===== config.mk =====
export PLATFORM = sky130hd
export DESIGN_NAME = mem_port_arbiter
export DESIGN_NICKNAME = d
export VERILOG_FILES = /design/src/rtl/mem_port_arbiter.sv
export SDC_FILE = /design/constraint.sdc
export NUM_CORES = 1
export LEC_CHECK = 0
export BUFFER_PORTS_ARGS = -buffer_cell sky130_fd_sc_hd__buf_2
export CORE_AREA = 2 2 118 120
export CTS_BUF_LIST = sky130_fd_sc_hd__clkbuf_4
export DETAILED_ROUTE_END_ITERATION = 10
export DIE_AREA = 0 0 120 122
export PLACE_DENSITY_LB_ADDON = 0.12
export SLEW_MARGIN = 20
export SYNTH_ARGS = -nofsm -noshare
export SYNTH_HDL_FRONTEND = slang
export SYNTH_SLANG_ARGS = --single-unit

===== constraint.sdc =====
create_clock -name clk -period 2.5 [get_ports clk]
set_input_delay 0.25 -clock clk [delete_from_list [all_inputs] [get_ports clk]]
set_output_delay 0.25 -clock clk [all_outputs]
set_load 0.05 [all_outputs]

===== src/rtl/mem_port_arbiter.sv =====
// Two-port arbiter in front of a single synchronous 1024x32 memory port.
// Port 0 is the CPU path, port 1 the loader. Round-robin on ties, optional
// locked bursts, and a starvation breaker that forces the waiting port through
// after MAX_WAIT consecutive denied cycles.
module mem_port_arbiter #(
    parameter int unsigned ADDR_W   = 32,
    parameter int unsigned DATA_W   = 32,
    parameter int unsigned MAX_WAIT = 8
) (
    input  logic              clk,
    input  logic              rst,
    input  logic              req0,
    input  logic              req1,
    input  logic              we0,
    input  logic              we1,
    input  logic              lock0,
    input  logic              lock1,
    input  logic [ADDR_W-1:0] addr0,
    input  logic [ADDR_W-1:0] addr1,
    input  logic [DATA_W-1:0] wdata0,
    input  logic [DATA_W-1:0] wdata1,
    output logic              gnt0,
    output logic              gnt1,
    output logic              rvalid0,
    output logic              rvalid1,
    output logic [DATA_W-1:0] rdata,
    output logic              mem_we,
    output logic [ADDR_W-1:0] mem_raddr,
    output logic [ADDR_W-1:0] mem_waddr,
    output logic [DATA_W-1:0] mem_wdata,
    input  logic [DATA_W-1:0] mem_rdata
);

    localparam int unsigned CNT_W = $clog2(MAX_WAIT + 1);

    typedef enum logic [1:0] {StRr, StLock0, StLock1} state_e;

    state_e           state_q, state_d;
    logic             last_q, last_d;      // last granted port
    logic [CNT_W-1:0] wait_q, wait_d;      // denied cycles of the port waiting on a lock
    logic             rvalid0_q, rvalid1_q;
    logic             held0, held1;
    logic             brk;                 // starvation break this cycle

    // Grant decision: lock holder first (unless the waiter has starved), else round-robin.
    always_comb begin
        gnt0  = 1'b0;
        gnt1  = 1'b0;
        brk   = 1'b0;
        held0 = (state_q == StLock0) && req0 && lock0;
        held1 = (state_q == StLock1) && req1 && lock1;
        if (held0) begin
            if (req1 && (wait_q == CNT_W'(MAX_WAIT))) begin
                gnt1 = 1'b1;
                brk  = 1'b1;
            end else begin
                gnt0 = 1'b1;
            end
        end else if (held1) begin
            if (req0 && (wait_q == CNT_W'(MAX_WAIT))) begin
                gnt0 = 1'b1;
                brk  = 1'b1;
            end else begin
                gnt1 = 1'b1;
            end
        end else if (req0 && (!req1 || last_q)) begin
            gnt0 = 1'b1;
        end else if (req1) begin
            gnt1 = 1'b1;
        end
        if (rst) begin
            gnt0 = 1'b0;
            gnt1 = 1'b0;
        end
    end

    // Next state: a locked grant (not a forced break) enters/stays in LOCKn, else RR.
    always_comb begin
        state_d = StRr;
        last_d  = last_q;
        wait_d  = '0;
        if (gnt0 || gnt1) begin
            last_d = gnt1;
        end
        if (gnt0 && lock0 && !brk) begin
            state_d = StLock0;
            if (req1) begin
                // Count continues only while the same port keeps the lock.
                wait_d = (state_q == StLock0) ? wait_q + CNT_W'(1) : CNT_W'(1);
            end
        end else if (gnt1 && lock1 && !brk) begin
            state_d = StLock1;
            if (req0) begin
                wait_d = (state_q == StLock1) ? wait_q + CNT_W'(1) : CNT_W'(1);
            end
        end
    end

    // Memory bus mux: winner drives everything, idle bus is all zero.
    always_comb begin
        mem_we    = 1'b0;
        mem_raddr = '0;
        mem_waddr = '0;
        mem_wdata = '0;
        if (gnt0) begin
            mem_we    = we0;
            mem_raddr = addr0;
            mem_waddr = addr0;
            mem_wdata = wdata0;
        end else if (gnt1) begin
            mem_we    = we1;
            mem_raddr = addr1;
            mem_waddr = addr1;
            mem_wdata = wdata1;
        end
    end

    // State registers and read-valid pipeline, synchronous reset.
    always_ff @(posedge clk) begin
        if (rst) begin
            state_q   <= StRr;
            last_q    <= 1'b1;
            wait_q    <= '0;
            rvalid0_q <= 1'b0;
            rvalid1_q <= 1'b0;
        end else begin
            state_q   <= state_d;
            last_q    <= last_d;
            wait_q    <= wait_d;
            rvalid0_q <= gnt0 & ~we0;
            rvalid1_q <= gnt1 & ~we1;
        end
    end

    assign rvalid0 = rvalid0_q;
    assign rvalid1 = rvalid1_q;
    assign rdata   = mem_rdata;

endmodule


# Word level (Yosys, flattened, before mapping)
# Index checks and enable logic that the tools add are counted.
totals:
  rom_bits: 0
  n_memories: 0
  elab_cells: 59
  ramBits: 0
  inputBits: 168
  regBits: 9
  latch_bits: 0
  out_inout_bits: 133
op_classes:
  n_shift: 0
  reduce_logical: 16
  eq_ne: 3
  multipliers: 0
  bitwise_logic: 4
  addsub: 1
  muxes: 29
  div_mod_pow: 0
  order_cmp: 0
op_table:
  columns: ["cell", "count"]
  rows:
  - ["32-bit 2-to-1 mux", 4]
  - ["4-bit 2-to-1 mux", 6]
  - ["1-bit 2-to-1 mux", 18]
  - ["1-bit logical AND", 11]
  - ["4-bit by 1-bit adder with 4-bit output (second input constant)", 1]
  - ["4-bit equality test (second input constant)", 1]
  - ["1-bit bitwise AND", 2]
  - ["2-bit by 1-bit equality test with 1-bit output (second input constant)", 1]
  - ["2-bit equality test (second input constant)", 1]
  - ["1-bit zero test", 2]
  - ["1-bit logical OR", 2]
  - ["2-bit 2-to-1 mux", 1]
  - ["1-bit inverter", 2]
  - ["2-bit OR reduction", 1]

# Longest topological paths before layout
logic_depth:
  depth_word: 11
  ltp_mapped: 9
  depth_no_buf: 6

# Least setup slack after synthesis
# No wires, ideal clock.
synth_timing:
  path_kind: "register -> output"
  from: "reg wait_q[0]"
  to: "out mem_waddr[23]"
  stages_incl_launch_ff: 9
  t_required_ps: 2250
  path_buffers: 2
  setup_slack_ps: -117
  t_arrival_ps: 2367
  path_cell_list: "dfxtp_1 > inv_1 > ha_1 > and3b_1 > a41o_1 > a31oi_4 > buf_2 > a22o_1 > buf_4"
synth_between:
  elab_chain_cells: 8
  word_cells_on_any_way: 15
  cone_classes: "eq/ne (1); mux (12); reduce/logical (2)"
synth_rtl:
  columns: ["element", "line", "rtl"]
  rows:
  - ["start: declaration", "40", "logic [CNT_W-1:0] wait_q, wait_d;"]
  - ["start signal: assignment", "129", "wait_q <= wait_d;"]
  - ["4-bit equality test (*)", "53, 60", null]
  - ["1-bit logical AND", "60", "if (req0 && (wait_q == CNT_W'(MAX_WAIT))) begin"]
  - ["1-bit 2-to-1 mux", "60", null]
  - ["1-bit 2-to-1 mux", "59", "end else if (held1) begin"]
  - ["1-bit 2-to-1 mux (*)", "52", "if (held0) begin"]
  - ["1-bit 2-to-1 mux (*)", "71", "if (rst) begin"]
  - ["via gnt1", "23", "output logic gnt1,"]
  - ["32-bit 2-to-1 mux (*) (2 in a row)", null, null]
  - ["end: declaration", "29", "output logic [ADDR_W-1:0] mem_waddr,"]
# The timed path passes the listed nets; every way through them passes the cells marked *.

# Worst setup path after layout
layout_timing:
  from: "reg wait_q[1]"
  to: "out mem_raddr[27]"
layout_between:
  elab_chain_cells: 8
  word_cells_on_any_way: 15
  cone_classes: "eq/ne (1); mux (12); reduce/logical (2)"
layout_rtl:
  columns: ["element", "line", "rtl"]
  rows:
  - ["4-bit equality test (*)", "53, 60", null]
  - ["1-bit logical AND", "60", null]
  - ["1-bit 2-to-1 mux", "60", null]
  - ["1-bit 2-to-1 mux", "59", null]
  - ["1-bit 2-to-1 mux", "52", null]
  - ["1-bit 2-to-1 mux", "71", null]
  - ["32-bit 2-to-1 mux", "110", "end else if (gnt1) begin"]
  - ["32-bit 2-to-1 mux (*)", "105", "if (gnt0) begin"]
  - ["end: declaration", "28", "output logic [ADDR_W-1:0] mem_raddr,"]
# Every way passes the cells marked *; elsewhere a longest branch is shown, timed or not.

==> metrics.md <==
| Metric | Value |
|---|---|
| Row count | 43 |
| Largest net degree at the start of global routing | 54 |
| Root buf cell | clkbuf_4 |
| Antenna diode count | 0 |
| Async set-reset flop share out of synthesis | 0% |
| CP max stage delay | 0.40 ns |
| Clock transition at path regs | 0.06 ns |
| Antenna violations before repair | 0 |
| Cell taking the most area after synthesis | a22o_1 |
| Post-synth EDFFs | 0 |
| Die height | around 120 µm |
| Synth Cell Area | approximately 1700 µm² |
| CTS tree | built |
| PwrDens | about 370 nW/µm² |
| CTS buffer count | 3 |
| CTS Hold Buffers Added | 0 |
| Family with the most delay on the worst path | simple AND/OR/NAND/NOR gates |
| Crit path cell chain | inv_1 > ha_1 > nand3b_1 > or3_1 > o2111a_2 > buf_12 > a22o_2 > buf_4 |
| Worst-case clock skew | ~0.0032 ns |
| Worst-Skew Late Latency | 0.26 ns |
| 1st-iter DRT viols | 124 |
| Final hold violations | 0 |
| Post-Syn Nets | 373 |
| Top cells by area, synth | a22o_1 34%, buf_4 30%, dfxtp_1 11% |
| Outcome | completed |
| R2R cell count | 7 |
| Wire length per cell | 14.9 µm |
| Hold Crit Depth | 2 |
| R2r setup slk | 0.78 ns |
| Peak Freq | between 400 and 500 MHz |
| Routed Wire Length | between 8 and 9 mm |
| Slew Limit Fails | 0 |
| Critical path buffer and inverter count | 3 |
| Mapped Avg Cell Area | approximately 8.3 µm² |
| Worst min path class | input port to flip-flop |
| P&R area growth vs syn | 80.4% |
| H-tree levels | 1 |
| Worst path slowest cell | or3_1 |
| Mapped Cells | between 200 and 250 |
| # clock sinks | 9 |
| Via count | between 2000 and 2500 |
| Primary FF master, synth | dfxtp_1 |
| Die W | between 100 and 150 µm |
| CP max FO | 53 |
| Pwr Total | around 0.0011 W |
| Max-Slew Margin vs Limit | between 60 and 70% |
| Clock Tree Buf Depth | 2 |
| Via density | 3.97 |
| # IOs | between 300 and 400 |
| Pre-antenna DRT Iters | 4 |
| Total track usage | about a tenth |
| CP Launch Type | flip-flop |
| GR Overflow Total | 0 |
| Max cap viols | 0 |
| Unrepaired setup endpoints after global routing | true |
| Layout cell share with drive strength beyond 1 | between 70 and 80% |
| P_leak | 1.65 nW |
| Final min period | 2.45 ns |
| Crit path DAT | between 2 and 2.5 ns |
| Vias in the first global route | 2092 |
| FILL cells | roughly 1500 |
| Gpl congestion | between 0.7 and 0.8 |
| Core area | around 14000 µm² |
| Layout Nets | 548 |
| #FFs+latches synth | 9 |
| Drt drc | 0 |
| Worst vdd ir | roughly 80 µV |
| Stages on worst setup path | 8 |
| Period utilization | a little over nine tenths |
| Synth top area share | roughly 34% |
| Number of port buffers | ~240 |
| Hold slack | 0.155 ns |
| First-pass GRT wire length | 11.4 mm |
| Hpwl dp | between 6 and 7 mm |
| Crit. End Element | primary output |
| Worst EP required | 2.25 ns |
| Sequential area share after synthesis | 10.7% |
| Kind of critical path | flip-flop to primary output |
| ANT nets after route | 0 |
| Yosys cell types | 34 |
| Final setup viols | 0 |
| Slew @ Worst Pin | ~0.46 ns |
| Die footprint | about 15000 µm² |
| Starting Density | around an eighth |
| Ys Warns | 0 |
==> routing by layer <==
| layer | vias to the layer above | GRT usage [%] | routed length (µm) |
|---|---|---|---|
| li1 | 1054 | - | - |
| met1 | 1002 | 11.4 | 3170 |
| met2 | 144 | 18.1 | 4180 |
| met3 | 14 | 2.81 | 867 |
| met4 | 0 | 2.79 | 96 |
| met5 | - | 0 | 0 |
==> layout by cell type (no fill, tap or decap), types with 2 or more instances in the layout <==
cell type and count:
a2111oi_0 2, a211oi_1 2, a22o_1 37, a22o_2 26
a22o_4 2, buf_12 4, buf_16 2, buf_2 157
buf_4 73, buf_6 8, buf_8 4, clkbuf_4 4
dfxtp_1 6, dfxtp_2 3, ha_1 2, inv_1 6
nand2_1 3, nand2b_1 2, nand3b_1 2, nor2_1 4
nor2b_1 3, nor3_1 4, o21ai_0 2
==> kinds of logic after synthesis <==
| family | synth area share, % |
|---|---|
| xor+xnor | 1.04 |
| flops | 10.7 |
| compound gates | 41.5 |
| buf+inv | 35.7 |
| simple gates | 9.62 |
| fa+ha+maj | 1.48 |
==> worst register-to-register path, delay by kind of cell (launching register included) <==
kind | cells | cell delay (ns)
AOI/OAI and AO/OA | 2 | 0.33
adders and majority gates | 1 | 0.14
buffers and inverters | 2 | 0.25
DFF | 1 | 0.33
and+or+nand+nor | 2 | 0.55
==> final cells by class <==
cell class / instances / area (µm²) / area share [%]
multi-input combinational: 110 / 968 / 31.8
tap: 180 / 225 / 7.39
clock buffer: 4 / 30.0 / 0.985
timing repair buffer: 248 / 1620 / 53.1
sequential: 9 / 184 / 6.03
inverter: 6 / 22.5 / 0.739
==> registers in the layout, summed over array words and instances (netlist names) <==
| signal | count |
|---|---|
| last_q | 1 |
| rvalid0 | 1 |
| rvalid1 | 1 |
| state_q | 2 |
| wait_q | 4 |
==> per-stage QoR <==
stage / utilization (%) / cell area (µm²) / std cells / TNS, ns / setup WS, ns
floorplan: - / 1730 / 203 / 0 / 0.0605
global placement: 19.5 / 2640 / 547 / 0 / 0.201
detailed placement: 19.5 / 2640 / 547 / 0 / 0.163
CTS: 22.5 / 3040 / 557 / -0.00389 / -0.00389
global route: 22.6 / 3050 / 557 / -6.94 / -0.113
finish: 22.6 / 3050 / 557 / 0 / 0.0484
==> path summary, 6_finish.rpt <==
path,startpoint,end
min,we1,rvalid1
max reg2reg,wait_q[1],state_q[0]
max,wait_q[1],mem_raddr[27]
min reg2reg,wait_q[3],wait_q[3]
==> where the power goes <==
| group | internal, W | switching [W] | total (W) |
|---|---|---|---|
| clock network | 0.0000724 | 0.0000527 | 0.000125 |
| registers | 0.000148 | 0.00000506 | 0.000153 |
| logic | 0.000305 | 0.000559 | 0.000864 |
==> what timing repair did <==
item,in CTS,in global routing
gates resized for setup,101,3
setup endpoints to repair,97,98
gates cloned,2,0
pin swaps,3,2
buffers inserted,4,0
==> cells in the mapped netlist (2+ instances only) <==
library cell	number
nand3b_1	2
a211oi_1	2
ha_1	2
a22o_1	65
buf_4	67
a2111oi_0	2
buf_1	2
nand2b_1	2
nor3_1	4
o21ai_0	2
nor2b_1	3
buf_2	5
nor2_1	4
nand2_1	3
and3b_1	2
dfxtp_1	9
buf_6	4
a211o_1	2
inv_1	6
Power figures use the tool's default switching activity.
